### src/rtl/lamp_pkg.sv
// Shared definitions for the lamp sequence monitor and the upstream lamp sequencer.
// Holds the one-hot lamp codes, the fault cause codes, the monitor state encoding,
// the dwell counter operation select, and the legality helpers.
package lamp_pkg;

  localparam logic [2:0] LampOff    = 3'b000;
  localparam logic [2:0] LampRed    = 3'b100;
  localparam logic [2:0] LampGreen  = 3'b010;
  localparam logic [2:0] LampYellow = 3'b001;

  typedef enum logic [1:0] {
    FaultNone       = 2'b00,
    FaultEncoding   = 2'b01,
    FaultTransition = 2'b10,
    FaultTimeout    = 2'b11
  } fault_code_e;

  typedef enum logic [1:0] {
    StIdle  = 2'b00,
    StRun   = 2'b01,
    StFault = 2'b10
  } state_e;

  typedef enum logic [1:0] {
    DwellHold  = 2'b00,
    DwellClear = 2'b01,
    DwellLoad  = 2'b10,
    DwellInc   = 2'b11
  } dwell_op_e;

  // Exactly one of the three lamp codes. An X input evaluates non-true, so callers
  // must branch on the positive result to treat X as illegal.
  function automatic logic is_legal_code(input logic [2:0] code);
    return (code == LampRed) || (code == LampGreen) || (code == LampYellow);
  endfunction

  // Legal forward step between two different legal codes.
  function automatic logic is_legal_step(input logic [2:0] prev, input logic [2:0] cur);
    return ((prev == LampGreen)  && (cur == LampYellow)) ||
           ((prev == LampYellow) && (cur == LampRed))    ||
           ((prev == LampRed)    && (cur == LampGreen));
  endfunction

endpackage

### src/rtl/lamp_sequence_monitor_if.sv
// Bus between the lamp sequencer side (master) and the monitor (slave).
//   lamp        : one-hot lamp code from the sequencer
//   clear_fault : single-cycle request to leave FAULT
//   walk / dont_walk, fault, fault_code, cycle_count, dwell : registered monitor outputs
interface lamp_sequence_monitor_if;

  logic [2:0] lamp;
  logic       clear_fault;
  logic       walk;
  logic       dont_walk;
  logic       fault;
  logic [1:0] fault_code;
  logic [7:0] cycle_count;
  logic [7:0] dwell;

  modport master (
    output lamp,
    output clear_fault,
    input  walk,
    input  dont_walk,
    input  fault,
    input  fault_code,
    input  cycle_count,
    input  dwell
  );

  modport slave (
    input  lamp,
    input  clear_fault,
    output walk,
    output dont_walk,
    output fault,
    output fault_code,
    output cycle_count,
    output dwell
  );

endinterface

### src/rtl/lamp_dwell_counter.sv
// Saturating count of cycles the current lamp code has been held.
//   clk_i     : clock
//   rst_i     : synchronous active-high reset, clears the count
//   op_i      : hold / clear to 0 / load 1 / increment (saturating at 255)
//   dwell_o   : current count
//   timeout_o : the next increment would reach MAX_DWELL
module lamp_dwell_counter
  import lamp_pkg::*;
#(
  parameter int unsigned MAX_DWELL = 200
) (
  input  logic      clk_i,
  input  logic      rst_i,
  input  dwell_op_e op_i,
  output logic [7:0] dwell_o,
  output logic      timeout_o
);

  logic [7:0] dwell_q, dwell_d;
  logic [8:0] dwell_inc;

  // Nine bits so the compare against MAX_DWELL cannot alias at 255 + 1.
  assign dwell_inc = {1'b0, dwell_q} + 9'd1;
  assign timeout_o = (dwell_inc == 9'(MAX_DWELL));
  assign dwell_o   = dwell_q;

  always_comb begin
    dwell_d = dwell_q;
    unique case (op_i)
      DwellHold:  dwell_d = dwell_q;
      DwellClear: dwell_d = 8'd0;
      DwellLoad:  dwell_d = 8'd1;
      DwellInc:   dwell_d = dwell_inc[8] ? 8'hff : dwell_inc[7:0];
      default:    dwell_d = dwell_q;
    endcase
  end

  always_ff @(posedge clk_i) begin
    if (rst_i) begin
      dwell_q <= 8'd0;
    end else begin
      dwell_q <= dwell_d;
    end
  end

endmodule

### src/rtl/lamp_sequence_monitor.sv
// Watches the one-hot lamp code from the upstream sequencer, drives the pedestrian
// WALK / DON'T WALK outputs and latches the first fault cause (bad encoding, bad
// transition, dwell timeout) until cleared.
//   clock_i : clock
//   reset_i : synchronous active-high reset
//   bus_io  : slave side of lamp_sequence_monitor_if (lamp/clear_fault in, status out)
module lamp_sequence_monitor
  import lamp_pkg::*;
#(
  parameter int unsigned MAX_DWELL = 200
) (
  input  logic                    clock_i,
  input  logic                    reset_i,
  lamp_sequence_monitor_if.slave  bus_io
);

  state_e      state_q, state_d;
  logic [2:0]  prev_lamp_q, prev_lamp_d;
  logic        walk_q, walk_d;
  logic        dont_walk_q, dont_walk_d;
  logic        fault_q, fault_d;
  fault_code_e fault_code_q, fault_code_d;
  logic [7:0]  cycle_count_q, cycle_count_d;

  dwell_op_e   dwell_op;
  logic [7:0]  dwell;
  logic        dwell_timeout;
  logic [2:0]  lamp;

  assign lamp = bus_io.lamp;

  lamp_dwell_counter #(
    .MAX_DWELL (MAX_DWELL)
  ) u_dwell (
    .clk_i     (clock_i),
    .rst_i     (reset_i),
    .op_i      (dwell_op),
    .dwell_o   (dwell),
    .timeout_o (dwell_timeout)
  );

  always_comb begin
    state_d       = state_q;
    prev_lamp_d   = prev_lamp_q;
    walk_d        = 1'b0;
    fault_d       = fault_q;
    fault_code_d  = fault_code_q;
    cycle_count_d = cycle_count_q;
    dwell_op      = DwellHold;

    unique case (state_q)
      StIdle: begin
        if (is_legal_code(lamp)) begin
          state_d     = StRun;
          prev_lamp_d = lamp;
          dwell_op    = DwellLoad;
          walk_d      = (lamp == LampRed);
        end
      end

      StRun: begin
        // Positive test first so an X lamp lands in the encoding-fault branch.
        if (is_legal_code(lamp)) begin
          if (lamp == prev_lamp_q) begin
            if (dwell_timeout) begin
              state_d      = StFault;
              fault_d      = 1'b1;
              fault_code_d = FaultTimeout;
            end else begin
              dwell_op = DwellInc;
              walk_d   = (lamp == LampRed);
            end
          end else if (is_legal_step(prev_lamp_q, lamp)) begin
            prev_lamp_d = lamp;
            dwell_op    = DwellLoad;
            walk_d      = (lamp == LampRed);
            if (prev_lamp_q == LampYellow) begin
              cycle_count_d = cycle_count_q + 8'd1;
            end
          end else begin
            state_d      = StFault;
            fault_d      = 1'b1;
            fault_code_d = FaultTransition;
          end
        end else begin
          state_d      = StFault;
          fault_d      = 1'b1;
          fault_code_d = FaultEncoding;
        end
      end

      StFault: begin
        // Lamp is ignored here; only clear_fault leaves.
        if (bus_io.clear_fault) begin
          state_d      = StIdle;
          fault_d      = 1'b0;
          fault_code_d = FaultNone;
          dwell_op     = DwellClear;
        end
      end

      default: begin
        state_d = StIdle;
      end
    endcase

    dont_walk_d = ~walk_d;
  end

  always_ff @(posedge clock_i) begin
    if (reset_i) begin
      state_q       <= StIdle;
      prev_lamp_q   <= LampOff;
      walk_q        <= 1'b0;
      dont_walk_q   <= 1'b1;
      fault_q       <= 1'b0;
      fault_code_q  <= FaultNone;
      cycle_count_q <= 8'd0;
    end else begin
      state_q       <= state_d;
      prev_lamp_q   <= prev_lamp_d;
      walk_q        <= walk_d;
      dont_walk_q   <= dont_walk_d;
      fault_q       <= fault_d;
      fault_code_q  <= fault_code_d;
      cycle_count_q <= cycle_count_d;
    end
  end

  assign bus_io.walk        = walk_q;
  assign bus_io.dont_walk   = dont_walk_q;
  assign bus_io.fault       = fault_q;
  assign bus_io.fault_code  = fault_code_q;
  assign bus_io.cycle_count = cycle_count_q;
  assign bus_io.dwell       = dwell;

endmodule

### src/flat_wrapper.sv
// flat-port wrapper written by rule: the top's interface ports become plain ports
module lamp_sequence_monitor_flat import lamp_pkg::*;
#(
  parameter int unsigned MAX_DWELL = 200
)
  (clock_i, reset_i, bus_io_lamp, bus_io_clear_fault, bus_io_walk, bus_io_dont_walk, bus_io_fault, bus_io_fault_code, bus_io_cycle_count, bus_io_dwell);
  lamp_sequence_monitor_if bus_io_i ();
  input  logic clock_i;
  input  logic reset_i;
  input wire logic [$bits(bus_io_i.lamp)-1:0] bus_io_lamp;
  input wire logic [$bits(bus_io_i.clear_fault)-1:0] bus_io_clear_fault;
  output wire logic [$bits(bus_io_i.walk)-1:0] bus_io_walk;
  output wire logic [$bits(bus_io_i.dont_walk)-1:0] bus_io_dont_walk;
  output wire logic [$bits(bus_io_i.fault)-1:0] bus_io_fault;
  output wire logic [$bits(bus_io_i.fault_code)-1:0] bus_io_fault_code;
  output wire logic [$bits(bus_io_i.cycle_count)-1:0] bus_io_cycle_count;
  output wire logic [$bits(bus_io_i.dwell)-1:0] bus_io_dwell;
  assign bus_io_i.lamp = bus_io_lamp;
  assign bus_io_i.clear_fault = bus_io_clear_fault;
  assign bus_io_walk = bus_io_i.walk;
  assign bus_io_dont_walk = bus_io_i.dont_walk;
  assign bus_io_fault = bus_io_i.fault;
  assign bus_io_fault_code = bus_io_i.fault_code;
  assign bus_io_cycle_count = bus_io_i.cycle_count;
  assign bus_io_dwell = bus_io_i.dwell;
  lamp_sequence_monitor #(.MAX_DWELL(MAX_DWELL)) u_core (.clock_i(clock_i), .reset_i(reset_i), .bus_io(bus_io_i));
endmodule
### config.mk
export PLATFORM = sky130hd
export DESIGN_NAME = lamp_sequence_monitor_flat
export DESIGN_NICKNAME = d
export VERILOG_FILES = /design/src/rtl/lamp_pkg.sv /design/src/rtl/lamp_sequence_monitor_if.sv /design/src/rtl/lamp_dwell_counter.sv /design/src/rtl/lamp_sequence_monitor.sv /design/src/flat_wrapper.sv
export SDC_FILE = /design/constraint.sdc
export NUM_CORES = 1
export LEC_CHECK = 0
export ABC_AREA = 1
export CAP_MARGIN = 5
export CORE_ASPECT_RATIO = 1.1
export CORE_MARGIN = 5
export CORE_UTILIZATION = 32
export DETAILED_ROUTE_END_ITERATION = 12
export PLACE_DENSITY = 0.64
export RECOVER_POWER = 100
export REMOVE_ABC_BUFFERS = 1
export SYNTH_ARGS = -nofsm -noshare
export SYNTH_HDL_FRONTEND = slang
export SYNTH_SLANG_ARGS = --single-unit
### constraint.sdc
create_clock -name clock_i -period 2.85 [get_ports clock_i]
set_input_delay 0.4275 -clock clock_i [delete_from_list [all_inputs] [get_ports clock_i]]
set_output_delay 0.4275 -clock clock_i [all_outputs]
set_load 0.05 [all_outputs]
# Yosys cells after proc, flatten, opt, wreduce, memory -nomap -nowiden
# Cells that the tools add are included.
# W data, S select, Z words.
# op_classes
n_eq_ne	20
mux	37
n_reduce_logical	15
addsub	2
bitwise_logic	2
# ops
op	n
$mux W2	14
$pmux W8 S3	1
$mux W3	4
$pmux W2 S3	2
$mux W1	11
$reduce_and A5 Y1	2
$add A8 B1 Y9 const B	1
$eq A9 B8 Y1 const B	1
$add A8 B1 Y8 const B	1
$mux W8	1
$reduce_and A4 Y1	2
$eq A2 B2 Y1 const B	3
$eq A3 B1 Y1 const B	2
$eq A3 B2 Y1 const B	2
$eq A3 B3 Y1 const B	2
$ne A2 B1 Y1 const B	3
$pmux W3 S2	1
$eq A2 B1 Y1 const B	2
$logic_not A2 Y1	2
$logic_or A1 B1 Y1	4
$ne A2 B2 Y1 const B	2
$ne A4 B3 Y1 const B	1
$ne A4 B4 Y1 const B	1
$pmux W1 S2	2
5 further kinds	9
# word_totals
out_inout_bits	21
elab_cells	84
regBits	26
in_bits	6

# Depth between registers and ports, before layout
# depth
word_depth	10
mapped_depth	13
ltp_nobuf	13

# By module
# A second synthesis with hierarchy kept.
# hier_totals
cells_unflattened	241
area_unflattened_um2	1605.3
# modules_own_cells
mod	cells_each	seq_area_each_um2	area_per_inst_um2	instances
lamp_sequence_monitor	159	360.3	1064.8	1
lamp_dwell_counter	82	160.2	540.5	1

# Worst setup path after synthesis
# No wires, ideal clock.
# synth_path
path_kind	register -> register
from	reg u_core.u_dwell.dwell_q[0] (netlist: u_core.u_dwell.dwell_o[0])
to	reg u_core.u_dwell.dwell_q[2] (netlist: u_core.u_dwell.dwell_o[2])
path_buffers	0
arrival_ns	1.915
synth_period_minus_slack_ns	2.048
slack_ns	0.802
path_stages_with_launch	13
cell_sequence	dfxtp_1 ha_1 nand3_2 inv_1 nand2_1 nand2_1 nor2_2 nand3_2 nand3_2 nand2_2 clkinv_2 nand3_1 a21oi_1
# synth_via
elab_chain_cells	8
elab_cells_between_ends	12
# synth_lines
item	line	rtl
start: declaration	lamp_dwell_counter.sv:19	logic [7:0] dwell_q, dwell_d;
start signal: assignment	lamp_dwell_counter.sv:42	dwell_q <= dwell_d;
$add A8 B1 Y9 *	lamp_dwell_counter.sv:23	assign dwell_inc = {1'b0, dwell_q} + 9'd1;
$eq A9 B8 Y1	lamp_dwell_counter.sv:24	assign timeout_o = (dwell_inc == 9'(MAX_DWELL));
$mux W2	lamp_sequence_monitor.sv:65	if (dwell_timeout) begin
$mux W2	lamp_sequence_monitor.sv:64	if (lamp == prev_lamp_q) begin
$mux W2	lamp_sequence_monitor.sv:63	if (is_legal_code(lamp)) begin
$pmux W2 S3	lamp_sequence_monitor.sv:51	unique case (state_q)
$eq A2 B2 Y1 / $eq A2 B1 Y1 (equally long branches)	lamp_dwell_counter.sv:29	unique case (op_i)
$pmux W8 S3	lamp_dwell_counter.sv:29	
# Mark *: on every way between the ends. The rest lies on a longest branch, timed or not.
# A chain may end at the register's enable or synchronous reset.

# Worst setup path in the final report
# layout_path
from	in bus_io_lamp[0]
to	reg u_core.u_dwell.dwell_q[4] (netlist: u_core.u_dwell.dwell_o[4])
# layout_via
elab_chain_cells	10
elab_cells_between_ends	21
# layout_lines
item	line	rtl
start: declaration	flat_wrapper.sv:10	input wire logic [$bits(bus_io_i.lamp)-1:0] bus_io_lamp;
$eq A3 B1 Y1 / $eq A3 B3 Y1 (equally long branches)	lamp_pkg.sv:34, lamp_pkg.sv:39, lamp_pkg.sv:40	
$logic_and A1 B1 Y1 (on tied branches)	lamp_pkg.sv:39, lamp_pkg.sv:40	
$logic_or A1 B1 Y1	lamp_pkg.sv:39	return ((prev == LampGreen) && (cur == LampYellow)) ||
$logic_or A1 B1 Y1	lamp_pkg.sv:40	((prev == LampYellow) && (cur == LampRed)) ||
$mux W2	lamp_sequence_monitor.sv:73	end else if (is_legal_step(prev_lamp_q, lamp)) begin
$mux W2	lamp_sequence_monitor.sv:64	
$mux W2	lamp_sequence_monitor.sv:63	
$pmux W2 S3 *	lamp_sequence_monitor.sv:51	
$eq A2 B2 Y1 / $eq A2 B1 Y1 (equally long branches)	lamp_dwell_counter.sv:29	
$pmux W8 S3	lamp_dwell_counter.sv:29	
# Marks and branches as above.

==> flow_summary.yaml <==
run_status:
  status: "completed"
final_layout:
  synthToLayoutAreaGrowth_pct: 26.0
  n_fill_cell: 455
  fin_util_pct: 41.9
  final_nets: 256
  stdcell_area_um2: 1820
  drive_above_1_share_pct: 5.67
  antenna_cells: 0
yosys:
  async_reset_ff_share_pct: 0
  yosysWarnings: 0
  syn_inst: 219
  synth_cell_types: 27
  synth.cell_area_um2: 1450
  yosysMostFrequentCell: "nand2_1"
  yosysTopAreaCell: "dfxtp_1"
  synth_flop_cell: "dfxtp_1"
  synth_area_leaders: "dfxtp_1 (36%), nand2_1 (18%), nand3_1 (7.6%)"
  yosys_register_bits: 26
  synth.top_cell.area_share_pct: 36.0
  synthTopCellsByCount: "nand2_1 (70), dfxtp_1 (26), inv_1 (22), nand3_1 (22), a21oi_1 (20)"
  ys_seq_area_share_pct: 36.0
  synth_edf_count: 0
  syn-mean-instance-area_um2: 6.60
power:
  vdd_ir_drop_max_mv: 0.222
  p_total_w: 0.000794
  p_per_area_nw_per_um2: 436
  p_leak_nw: 0.823
die:
  die_w_um: 74.1
  core_region_area_um2: 4350
  io_pins: 27
  rows: 25
  die_area_um2: 5970
  start_util_pct: 33.3
  die_h_um: 80.5
detailed_routing:
  vias: 1451
  drtIter0Drc: 57
  wl_per_cell_um: 11.4
  viasPerCell: 4.82
  drc: 0
  wl_mm: 3.42
  ant_nets: 0
  drtPass1Iterations: 4
setup_path:
  crit_type: "in -> reg"
  end_kind: "flip-flop"
  start_kind: "input port"
  cp.required_ns: 3.05
  arrival_ns: 2.44
  critPathMaxFanout: 8
clock_tree:
  cts_setup_buffers: 0
  clk_pin_slew_ns: 0.09
  cts_buffers: 3
  cts_hold_buf: 0
  cts_resized: 0
  cts_sinks: 26
  clock_path_buffers: 2
  insertion_delay_ns: 0.27
  cts_tree: "done"
  htreeDepth: 1
  root_buffer: "clkbuf_8"
placed_design:
  port_buffers: 26
  postPlaceCellArea_um2: 1770
  post-place-ws_ns: 0.509
  dp_hpwl_mm: 2.53
  gp_congestion: 0.905
timing:
  hold_viol: 0
  relSlewSlack_pct: 65.7
  post-route-period-util_pct: 78.6
  fmax_ghz: 0.446
  timing.final.ws_setup_ns: 0.609
  skew_ns: 0.00443
  maxSlewViolCount: 0
  finalSetupTns_ns: 0
  period_minus_slack_ns: 2.24
  tightestPinTransition_ns: 0.512
  finalSetupViolations: 0
  rsz0062_at_grt: "false"
job:
  max_cap_viol_count: 0
global_route:
  grt_pass1_vias: 1336
  track_usage_pct: 12.4
  grt_pass1_wl_mm: 5.94
  grt_max_degree: 17
  gr-total-overflow: 0
  antenna_found_initial: 0
hold_path:
  hold_class: "reg -> reg"
[where the power goes]
group          internal, W  leakage, nW  switching, W
clock             0.000188       0.0357      0.000119
sequential        0.000375        0.211     0.0000103
combinational    0.0000330        0.577     0.0000696
total             0.000595        0.823      0.000199
[kinds of logic (layout without fill, tap and decap cells)]
logic type,count (synthesis),in the layout,share of synthesized area [%]
simple gates,127,127,40.0
buf+inv,30,58,7.87
compound gates,27,27,10.2
flops,26,26,36.0
xor+xnor,7,7,4.24
fa+ha+maj,2,2,1.73
[critical path: stages]
cell	delay, ns
dlygate4sd3_1	0.63
inv_1	0.11
nand3_1	0.13
or2_0	0.24
nand3_1	0.14
nor2_1	0.15
nand2_1	0.12
nand2_1	0.25
nand3_1	0.11
a21oi_1	0.13
[layout make-up]
type                            count  area (µm²)  share of cell area [%]
Inverter                           27         103                    5.63
Sequential cell                    26         520                    28.6
Clock inverter                      1        30.0                    1.65
Multi-Input combinational cell    163         792                    43.5
Clock buffer                        3        41.3                    2.27
Tap cell                           54        67.6                    3.71
Timing Repair Buffer               27         268                    14.7
[layer usage]
metal | global-route usage [%] | part of all wire (%) | vias up
met2 | 19.4 | 47 | 38
met5 | 0 | 0 | -
met4 | 5.43 | 0.91 | 0
li1 | - | - | 760
met1 | 16.5 | 47 | 651
met3 | 1.88 | 5.5 | 2
[registers in the layout, summed over array words and instances, names as in the netlist]
name and flops:
u_core.bus_io.fault 1, u_core.bus_io.dont_walk 1, u_core.u_dwell.dwell_o 8, u_core.bus_io.walk 1, u_core.bus_io.fault_code 2, u_core.state_q 2
u_core.bus_io.cycle_count 8, u_core.prev_lamp_q 3
[layout by cell type, fill, tap and decap left out, drive strengths merged, types with 3 or more instances in the layout]
cell type	count
nor2	18
inv	26
nand4	3
nand3	25
a21oi	20
xor2	4
clkbuf	3
a211oi	3
clkdlybuf4s50	4
dfxtp	26
nand2	73
dlygate4sd3	22
nor3	6
xnor2	3
[through the flow]
step | std cells | hold WS (ns)
2_1_floorplan | 216 | 0.467
3_3_place_gp | 297 | 0.454
3_5_place_dp | 297 | 0.455
4_1_cts | 301 | 0.470
5_1_grt | 301 | 0.494
6_report | 301 | 0.463
[worst paths after layout]
path                                       startpoint                                        to  slack, ns  depth (start not counted)
min reg2reg  u_core.bus_io.fault_code[1]$_SDFFE_PP0P_  u_core.bus_io.fault_code[1]$_SDFFE_PP0P_       0.46                          2
min          u_core.bus_io.fault_code[1]$_SDFFE_PP0P_  u_core.bus_io.fault_code[1]$_SDFFE_PP0P_       0.46                          2
max reg2reg    u_core.u_dwell.dwell_o[0]$_SDFFE_PP0P_    u_core.u_dwell.dwell_o[4]$_SDFFE_PP0P_       0.77                         12
max                                    bus_io_lamp[0]    u_core.u_dwell.dwell_o[4]$_SDFFE_PP0P_       0.61                         10
Note: power is estimated with default switching activity, not from simulation.
